**config.mk**
```make
export PLATFORM = sky130hd
export DESIGN_NAME = swervolf_gpio_in
export DESIGN_NICKNAME = d
export VERILOG_FILES = /design/src/rtl/swervolf_pkg.sv /design/src/rtl/swervolf_gpio_debounce.sv /design/src/rtl/swervolf_gpio_in.sv
export SDC_FILE = /design/constraint.sdc
export NUM_CORES = 1
export LEC_CHECK = 0
export ABC_AREA = 0
export CAP_MARGIN = 20
export CORE_ASPECT_RATIO = 0.6
export CORE_MARGIN = 1.5
export CORE_UTILIZATION = 50
export DETAILED_ROUTE_END_ITERATION = 8
export PLACE_DENSITY = 0.79
export SLEW_MARGIN = 25
export SYNTH_ARGS = -nofsm -noshare
export SYNTH_HDL_FRONTEND = slang
export SYNTH_SLANG_ARGS = --single-unit
```
**constraint.sdc**
```tcl
create_clock -name i_clk -period 2.7 [get_ports i_clk]
set_input_delay 0.54 -clock i_clk [delete_from_list [all_inputs] [get_ports i_clk]]
set_output_delay 0.54 -clock i_clk [all_outputs]
set_load 0.1 [all_outputs]
```
**src/rtl/swervolf_pkg.sv**
```systemverilog
// Shared definitions for the GPIO input-conditioning block: register word
// offsets, the bus request bundle and small helpers.
package swervolf_pkg;

    localparam logic [2:0] GPIO_IN_RAW     = 3'd0;
    localparam logic [2:0] GPIO_IN_DEB     = 3'd1;
    localparam logic [2:0] GPIO_IN_IRQ_EN  = 3'd2;
    localparam logic [2:0] GPIO_IN_RISE_EN = 3'd3;
    localparam logic [2:0] GPIO_IN_FALL_EN = 3'd4;
    localparam logic [2:0] GPIO_IN_STATUS  = 3'd5;
    localparam logic [2:0] GPIO_IN_PERIOD  = 3'd6;
    localparam logic [2:0] GPIO_IN_INFO    = 3'd7;

    typedef struct packed {
        logic [4:0]  adr;
        logic [31:0] dat;
        logic [3:0]  sel;
        logic        we;
        logic        cyc;
        logic        stb;
    } gpio_wb_req_t;

    // Debounce counter width; counts 0..DB_SAMPLES-1.
    function automatic int cnt_w(input int db_samples);
        return (db_samples < 2) ? 1 : $clog2(db_samples);
    endfunction

    function automatic logic [31:0] byte_mask(input logic [3:0] sel);
        logic [31:0] m;
        for (int b = 0; b < 4; b++) m[8*b +: 8] = {8{sel[b]}};
        return m;
    endfunction

endpackage

```
**src/rtl/swervolf_gpio_debounce.sv**
```systemverilog
// One input pin: 2-FF synchroniser, tick-driven debounce counter, debounced
// value and combinational rise/fall for the cycle the debounced value moves.
module swervolf_gpio_debounce
    import swervolf_pkg::*;
#(
    parameter int DB_SAMPLES = 3,
    parameter int CNT_W      = 2
) (
    input  logic i_clk,
    input  logic i_rst,
    input  logic i_pin,
    input  logic i_tick,
    input  logic i_bypass,
    output logic o_sync,
    output logic o_stable,
    output logic o_rise,
    output logic o_fall
);

    localparam logic [CNT_W-1:0] CNT_MAX = CNT_W'(DB_SAMPLES - 1);

    logic             s1, s2, stable, nxt;
    logic [CNT_W-1:0] cnt, cnt_nxt;

    always_comb begin
        nxt     = stable;
        cnt_nxt = cnt;
        if (i_bypass) begin
            nxt     = s2;
            cnt_nxt = '0;
        end else if (i_tick) begin
            if (s2 == stable) begin
                cnt_nxt = '0;
            end else if (cnt == CNT_MAX) begin
                nxt     = s2;
                cnt_nxt = '0;
            end else begin
                cnt_nxt = cnt + 1'b1;
            end
        end
    end

    always_ff @(posedge i_clk) begin
        if (i_rst) begin
            s1     <= 1'b0;
            s2     <= 1'b0;
            stable <= 1'b0;
            cnt    <= '0;
        end else begin
            s1     <= i_pin;
            s2     <= s1;
            stable <= nxt;
            cnt    <= cnt_nxt;
        end
    end

    assign o_sync   = s2;
    assign o_stable = stable;
    assign o_rise   = nxt & ~stable;
    assign o_fall   = ~nxt & stable;

endmodule

```
**src/rtl/swervolf_gpio_in.sv**
```systemverilog
// GPIO input conditioning: per-pin debounce, sticky edge status with
// level interrupt, shared debounce prescaler and a Wishbone register slave.
module swervolf_gpio_in
    import swervolf_pkg::*;
#(
    parameter int          WIDTH      = 32,
    parameter int          DB_SAMPLES = 3,
    parameter logic [15:0] PERIOD_RST = 16'd1000
) (
    input  logic             i_clk,
    input  logic             i_rst,
    input  logic [WIDTH-1:0] i_pins,
    output logic [WIDTH-1:0] o_gpio,
    output logic             o_irq,
    input  logic [4:0]       i_wb_adr,
    input  logic [31:0]      i_wb_dat,
    input  logic [3:0]       i_wb_sel,
    input  logic             i_wb_we,
    input  logic             i_wb_cyc,
    input  logic             i_wb_stb,
    output logic [31:0]      o_wb_rdt,
    output logic             o_wb_ack
);

    localparam int          CNT_W    = cnt_w(DB_SAMPLES);
    localparam logic [31:0] PIN_MASK = 32'((64'd1 << WIDTH) - 64'd1);
    localparam logic [31:0] INFO     = {8'(WIDTH), 4'(DB_SAMPLES), 20'd0};

    gpio_wb_req_t req;
    assign req = '{adr: i_wb_adr, dat: i_wb_dat, sel: i_wb_sel,
                   we: i_wb_we, cyc: i_wb_cyc, stb: i_wb_stb};

    logic             wr;
    logic [2:0]       wsel;
    logic [31:0]      bmask;
    logic [WIDTH-1:0] wm, wd, wclr;
    logic [15:0]      pm;
    logic [31:0]      rd_mux;

    logic [15:0]      presc, period;
    logic             tick, bypass;

    logic [WIDTH-1:0] sync_v, stable_v, rise_v, fall_v, set_v;
    logic [WIDTH-1:0] irq_en, rise_en, fall_en, status;

    logic unused_bits;
    assign unused_bits = &{1'b0, req.adr[1:0], req.dat};

    assign wr    = req.cyc & req.stb & req.we & ~o_wb_ack;
    assign wsel  = req.adr[4:2];
    assign bmask = byte_mask(req.sel) & PIN_MASK;
    assign wm    = bmask[WIDTH-1:0];
    assign wd    = req.dat[WIDTH-1:0];
    assign wclr  = (wr && wsel == GPIO_IN_STATUS) ? (wd & wm) : '0;
    assign pm    = {{8{req.sel[1]}}, {8{req.sel[0]}}};

    // period == 0 lets every pin follow its synchroniser directly.
    assign bypass = (period == 16'd0);
    assign tick   = !bypass && (presc == period);

    always_ff @(posedge i_clk) begin
        if (i_rst)
            presc <= '0;
        else if ((wr && wsel == GPIO_IN_PERIOD) || bypass || tick)
            presc <= '0;
        else
            presc <= presc + 16'd1;
    end

    for (genvar i = 0; i < WIDTH; i++) begin : g_pin
        swervolf_gpio_debounce #(
            .DB_SAMPLES (DB_SAMPLES),
            .CNT_W      (CNT_W)
        ) u_db (
            .i_clk    (i_clk),
            .i_rst    (i_rst),
            .i_pin    (i_pins[i]),
            .i_tick   (tick),
            .i_bypass (bypass),
            .o_sync   (sync_v[i]),
            .o_stable (stable_v[i]),
            .o_rise   (rise_v[i]),
            .o_fall   (fall_v[i])
        );
    end

    assign o_gpio = stable_v;
    assign set_v  = (rise_v & rise_en) | (fall_v & fall_en);

    always_ff @(posedge i_clk) begin
        if (i_rst) begin
            irq_en  <= '0;
            rise_en <= '0;
            fall_en <= '0;
            status  <= '0;
            period  <= PERIOD_RST;
            o_irq   <= 1'b0;
        end else begin
            if (wr && wsel == GPIO_IN_IRQ_EN)  irq_en  <= (irq_en  & ~wm) | (wd & wm);
            if (wr && wsel == GPIO_IN_RISE_EN) rise_en <= (rise_en & ~wm) | (wd & wm);
            if (wr && wsel == GPIO_IN_FALL_EN) fall_en <= (fall_en & ~wm) | (wd & wm);
            if (wr && wsel == GPIO_IN_PERIOD)  period  <= (period  & ~pm) | (req.dat[15:0] & pm);
            // A new edge on a bit wins over a clear of that bit in the same cycle.
            status <= (status & ~wclr) | set_v;
            o_irq  <= |(status & irq_en);
        end
    end

    always_comb begin
        rd_mux = 32'd0;
        case (wsel)
            GPIO_IN_RAW:     rd_mux = 32'(sync_v);
            GPIO_IN_DEB:     rd_mux = 32'(stable_v);
            GPIO_IN_IRQ_EN:  rd_mux = 32'(irq_en);
            GPIO_IN_RISE_EN: rd_mux = 32'(rise_en);
            GPIO_IN_FALL_EN: rd_mux = 32'(fall_en);
            GPIO_IN_STATUS:  rd_mux = 32'(status);
            GPIO_IN_PERIOD:  rd_mux = {16'd0, period};
            GPIO_IN_INFO:    rd_mux = INFO;
            default:         rd_mux = 32'd0;
        endcase
    end

    always_ff @(posedge i_clk) begin
        if (i_rst) begin
            o_wb_rdt <= 32'd0;
            o_wb_ack <= 1'b0;
        end else begin
            o_wb_rdt <= rd_mux;
            o_wb_ack <= req.cyc & ~o_wb_ack;
        end
    end

endmodule

```
==> impl_metrics.ini, run 1 <==
[outcome]
status = finished with violations
violations = DRC

[detailed_routing]
wl_per_cell_um = 23.10
first_pass_iters = 9
vias = 15700
drtIter0Drc = 2347
vias_per_cell = 6.433
final_antenna_net_count = 0
routed_wl_mm = 56.37
drc = 7

[clock_network]
postCtsHoldBufs = 0
clk_pin_slew_worst_paths_ns = 0.06
cts_root_buf = clkbuf_16
clk_latency_ns = 0.53
clk_path_buf_depth = 3
tritoncts = yes
cts_setup_buffers = 0
postCtsResizedCells = 0
htreeDepth = 2
numClockSinks = 354
cts_made_buffers = 35

[critical_path]
critPathKind = flip-flop to flip-flop
required_ns = 3.10
endpoint = presc[5]
reg2reg_depth = 5
path_max_fanout = 16
start_kind = flip-flop
crit_path_end_kind = flip-flop
rrSetupSlack_ns = 0.21
r2r-end = presc[5]
cp.arrival_ns = 2.89

[sta]
setup_viol = 0
fin_crit_sh_pct = 92.39
finClkSkew_ns = 0.01259
fin_crit_ns = 2.495
fin_setup_tns_ns = 0
worst_pin_slew_ns = 0.9901
whs_ns = 0.4330
finalHoldViolations = 0
slew_violations = 0
timing.fmax_ghz = 0.4009
slew_headroom_pct = 33.40
rsz0062_at_grt = false

[global_routing]
antenna_found_initial = 1
grt_max_degree = 204
grt_first_pass_wirelength_mm = 84.73
use_met2_pct = 41.76
track_usage_pct = 32.89
busiest_layer = met1
grt_use_met1_pct = 48.55
first_global_vias = 14120
grt_overflow = 0
use_met3_pct = 14.36

[final_layout]
fill_cells = 2697
layout-drive-gt1-share_pct = 10.13
syn_to_final_growth_pct = 17.66
antenna_cells = 0
nets = 2079
layout.cells.non_filler = 2440
fin_area_mm2 = 0.01912

[synthesis]
synth_simple_gate_area_share_pct = 22.10
synth_most_common_cell = dfxtp_1
dominantRegCellSynth = dfxtp_1
syn-cell-area_mm2 = 0.01625
synth_top_family_by_area = simple AND/OR/NAND/NOR gates
yosysWarnings = 0
synthTopCellsByCount = dfxtp_1 (354), nand2_1 (243), a21oi_1 (140)
ys_types = 55
synth_top_cell_area_share_pct = 43.61
ys_ff_latch = 354
syn_nets = 2001
yosysSeqAreaShare_pct = 43.61
synth_largest_area_cell = dfxtp_1
synthMuxAreaShare_pct = 4.535
synth_edf_count = 0
synth_xor_area_share_pct = 3.342
synth_fa_ha_area_share_pct = 0.07699
synth_area_leaders = dfxtp_1 (44%), nand2_1 (5.6%), a21oi_1 (4.3%)
synthArstFlopShare_pct = 0
synth_compound_area_share_pct = 19.49
synthCells = 1922
avgSynthCellArea_um2 = 8.455

[power_and_ir_drop]
leakage_nw = 6.337
power_mw = 11.30
ir_drop_mv = 0.3636
p_per_area_mw_per_mm2 = 590.7

[place]
dp_cells = 2379
hpwl_mm = 39.82
placed_cell_area_mm2 = 0.01794
gp_congestion = 1.043
port_buffers = 141

[die]
die_h_um = 142.6
fp.dieArea_mm2 = 0.03363
io_pins = 144
rows = 50
die_width_um = 235.7
core-area_mm2 = 0.03159
initial_utilization_pct = 51.44

[worst_hold_path]
whs_path_depth = 1
worstHoldPathType = flip-flop to flip-flop
holdCritStartpoint = g_pin[12].u_db.s1

[flow_run]
max_cap_violations = 0
==> critical path: stages, from the launching register on <==
cell and delay (ns):
dfxtp_1 0.48, xor2_1 0.14, nor4_2 0.37, and4_2 0.68, or3_1 0.56, nor2_1 0.12
==> worst min path at each step <==
stage | endpoint
floorplan | g_pin[0].u_db.o_sync
global placement | g_pin[11].u_db.o_sync
detailed placement | g_pin[12].u_db.o_sync
CTS | g_pin[12].u_db.o_sync
global route | g_pin[22].u_db.o_sync
finish | g_pin[12].u_db.o_sync
==> power by group <==
part           switching (mW)  internal, mW
logic                   0.543         0.280
registers              0.0725          5.29
clock network            2.16          2.95
==> routing by layer <==
layer,routed length (µm),vias to the layer above,part of all wire [%]
met5,0,-,0
met4,1483,0,2.6
met1,24340,7378,43
met3,9789,117,17
met2,20760,1146,37
li1,-,7056,-
==> layout by cell type (no fill, tap or decap), types with 59 or more instances in the layout <==
cell type,count
dfxtp_1,354
clkdlybuf4s50_1,73
a311oi_1,63
nor2_1,126
mux2i_1,59
nand3_1,84
inv_1,75
nand2_1,242
nor2b_1,69
a21oi_1,140
buf_4,121
==> cell families after synthesis <==
family	Yosys count
xor gates and xnor gates	62
adders and majority gates	1
and+or+nand+nor	727
DFF	354
buffers and inverters	250
AOI/OAI and AO/OA	456
muxes	72
==> layout make-up <==
type                    count  area [µm²]  area share (%)
repair buffers            212        1976           10.33
flip-flops and latches    354        7087           37.06
clock buffers              49        1021           5.340
clock inverters            12       158.9          0.8310
multi-input cells        1318        8060           42.15
well taps                 416       520.5           2.722
inverters                  79       297.8           1.557
==> per-stage QoR <==
stage,util (%),worst slack (ns)
after floorplan,-,0.5675
after detailed placement,56.79,-0.1023
after global placement,56.79,-0.07220
after CTS,60.52,0.2426
final,60.52,0.2054
after global routing,60.52,0.1008
Note: power is estimated with default switching activity, not from simulation.
==> inputs of run 2 (changes only) <==
- GPL_ROUTABILITY_DRIVEN: unset -> 1
==> results of run 2 <==
Final layout, timing and power as in run 1 (identical DEF).
==> inputs of run 3 (changes only) <==
- ABC_AREA: 0 -> 1
==> impl_metrics.ini, run 3 <==
[clock_network]
postCtsResizedCells = 0
htreeDepth = 2
cts_root_buf = clkbuf_16
numClockSinks = 354
tritoncts = yes
postCtsHoldBufs = 0
clk_latency_ns = 0.53
cts_setup_buffers = 0
clk_path_buf_depth = 3
cts_made_buffers = 35
clk_pin_slew_worst_paths_ns = 0.06

[detailed_routing]
final_antenna_net_count = 0
vias = 15150
drc = 0
drtIter0Drc = 1881
wl_per_cell_um = 17.35
vias_per_cell = 5.606
first_pass_iters = 6
routed_wl_mm = 46.87

[flow_run]
max_cap_violations = 0

[synthesis]
synth_largest_area_cell = dfxtp_1
synth_top_cell_area_share_pct = 45.09
yosysSeqAreaShare_pct = 45.09
syn_nets = 2240
synth_edf_count = 0
avgSynthCellArea_um2 = 7.273
synthArstFlopShare_pct = 0
synth_most_common_cell = inv_1
syn-cell-area_mm2 = 0.01572
synthTopCellsByCount = inv_1 (363), dfxtp_1 (354), nand2_1 (246)
synthCells = 2161
ys_types = 39
synth_area_leaders = dfxtp_1 (45%), inv_1 (8.7%), o21ai_0 (7.3%)
ys_ff_latch = 354
yosysWarnings = 0
dominantRegCellSynth = dfxtp_1

[place]
placed_cell_area_mm2 = 0.01726
port_buffers = 141
gp_congestion = 0.9188
hpwl_mm = 31.83
dp_cells = 2642

[sta]
slew_violations = 0
fin_crit_ns = 2.396
timing.fmax_ghz = 0.4173
rsz0062_at_grt = false
slew_headroom_pct = 52.54
finalHoldViolations = 0
setup_viol = 0
finClkSkew_ns = 0.02439
worst_pin_slew_ns = 0.7118
fin_crit_sh_pct = 88.76

[critical_path]
r2r-end = status[18]
cpMostUsedCell = nand2_1
rrSetupSlack_ns = 0.30
cp_slowest_cell = dfxtp_1
critPathMaxStageDelay_ns = 0.41
reg2reg_depth = 13
endpoint = status[18]
critPathKind = flip-flop to flip-flop
cp.arrival_ns = 2.85
crit_path_end_kind = flip-flop
path_cells = inv_1 > nand2_1 > nand2_1 > nor2_1 > nand2_1 > nor2_2 > nand2_4 > buf_4 > o21ai_2 > nand3_1 > nand3_1 > nand2_1 > inv_1
required_ns = 3.16
start_kind = flip-flop
path_max_fanout = 16

[die]
die_width_um = 231.9
fp.dieArea_mm2 = 0.03254
initial_utilization_pct = 50.65
io_pins = 144
core-area_mm2 = 0.03103
die_h_um = 140.3
rows = 50

[power_and_ir_drop]
ir_drop_mv = 0.3365
power_mw = 10.99
p_per_area_mw_per_mm2 = 596.8
leakage_nw = 7.499

[final_layout]
nets = 2342
fin_area_mm2 = 0.01842
register_area_mm2 = 0.007087
layout-drive-gt1-share_pct = 10.45
final_common_cell = inv_1
mostFrequentLayoutCells = inv_1 (362), dfxtp_1 (354), nand2_1 (246), nor2_1 (242), o21ai_0 (228)
multi_input_area_mm2 = 0.006550
antenna_cells = 0
layout.cells.non_filler = 2702
fill_cells = 2801
syn_to_final_growth_pct = 17.20

[global_routing]
grt_use_met1_pct = 40.11
use_met2_pct = 42.78
use_met3_pct = 6.331
grt_max_degree = 182
busiest_layer = met2
antenna_found_initial = 0
grt_overflow = 0
track_usage_pct = 28.34
grt_first_pass_wirelength_mm = 73.59
first_global_vias = 13840

[outcome]
status = completed

[worst_hold_path]
worstHoldPathType = flip-flop to flip-flop
==> run 3: changes by cell type after synthesis, moves of 59 or more <==
cell	previous run	this run
nor2_1	126	242
nor2b_1	69	0
inv_1	75	363
a311oi_1	63	0
mux2i_1	59	0
o21ai_0	53	228
a21oi_1	140	205
==> run 3: final cells by class <==
cell class / instances / share of cell area (%)
well taps: 416 / 2.826
multi-input cells: 1312 / 35.56
flip-flops and latches: 354 / 38.47
clock buffers: 54 / 5.862
inverters: 369 / 7.560
clock inverters: 6 / 0.4551
repair buffers: 191 / 9.265
==> run 3: how the worst min path moves through the flow <==
stage,from,to,depth (start not counted)
global route,g_pin[5].u_db.s1,g_pin[5].u_db.o_sync,2
global placement,g_pin[19].u_db.s1,g_pin[19].u_db.o_sync,2
finish,g_pin[5].u_db.s1,g_pin[5].u_db.o_sync,2
floorplan,g_pin[0].u_db.s1,g_pin[0].u_db.o_sync,2
detailed placement,g_pin[4].u_db.s1,g_pin[4].u_db.o_sync,2
CTS,g_pin[5].u_db.s1,g_pin[5].u_db.o_sync,2
==> run 3: cell families (layout without fill, tap and decap cells) <==
| group | Yosys count | in the layout | synth area share, % |
|---|---|---|---|
| buffers and inverters | 495 | 620 | 13.23 |
| xor gates and xnor gates | 6 | 6 | 0.3344 |
| adders and majority gates | 1 | 1 | 0.07960 |
| DFF | 354 | 354 | 45.09 |
| AOI/OAI and AO/OA | 603 | 603 | 22.41 |
| and+or+nand+nor | 702 | 702 | 18.85 |
==> run 3: metrics by stage <==
stage	hold slack [ns]	setup WS (ns)	setup TNS, ns	utilization [%]
finish	0.3879	0.3036	0	59.36
global route	0.4156	0.2150	0	59.36
CTS	0.3936	0.3743	0	59.36
detailed placement	0.3949	-0.03009	-0.04684	55.61
global placement	0.3910	0.08008	0	55.61
floorplan	0.3883	0.5569	0	-
==> run 3: routing by layer <==
layer / wire [µm] / vias to the layer above
met5: 0 / -
met4: 1148 / 0
met3: 5371 / 98
met2: 19910 / 821
met1: 20440 / 6988
li1: - / 7240
==> run 3: power by group <==
group / switching (mW) / internal [mW]
clock: 2.03 / 2.94
sequential: 0.0415 / 5.29
combinational: 0.456 / 0.227
total: 2.53 / 8.46
==> run 3: critical path: cells and delay by family (launching register included) <==
family	cells	cell delay (ns)
buffers and inverters	3	0.51
AO/OA/AOI/OAI	1	0.25
flip-flops	1	0.41
AND/OR/NAND/NOR	9	1.15
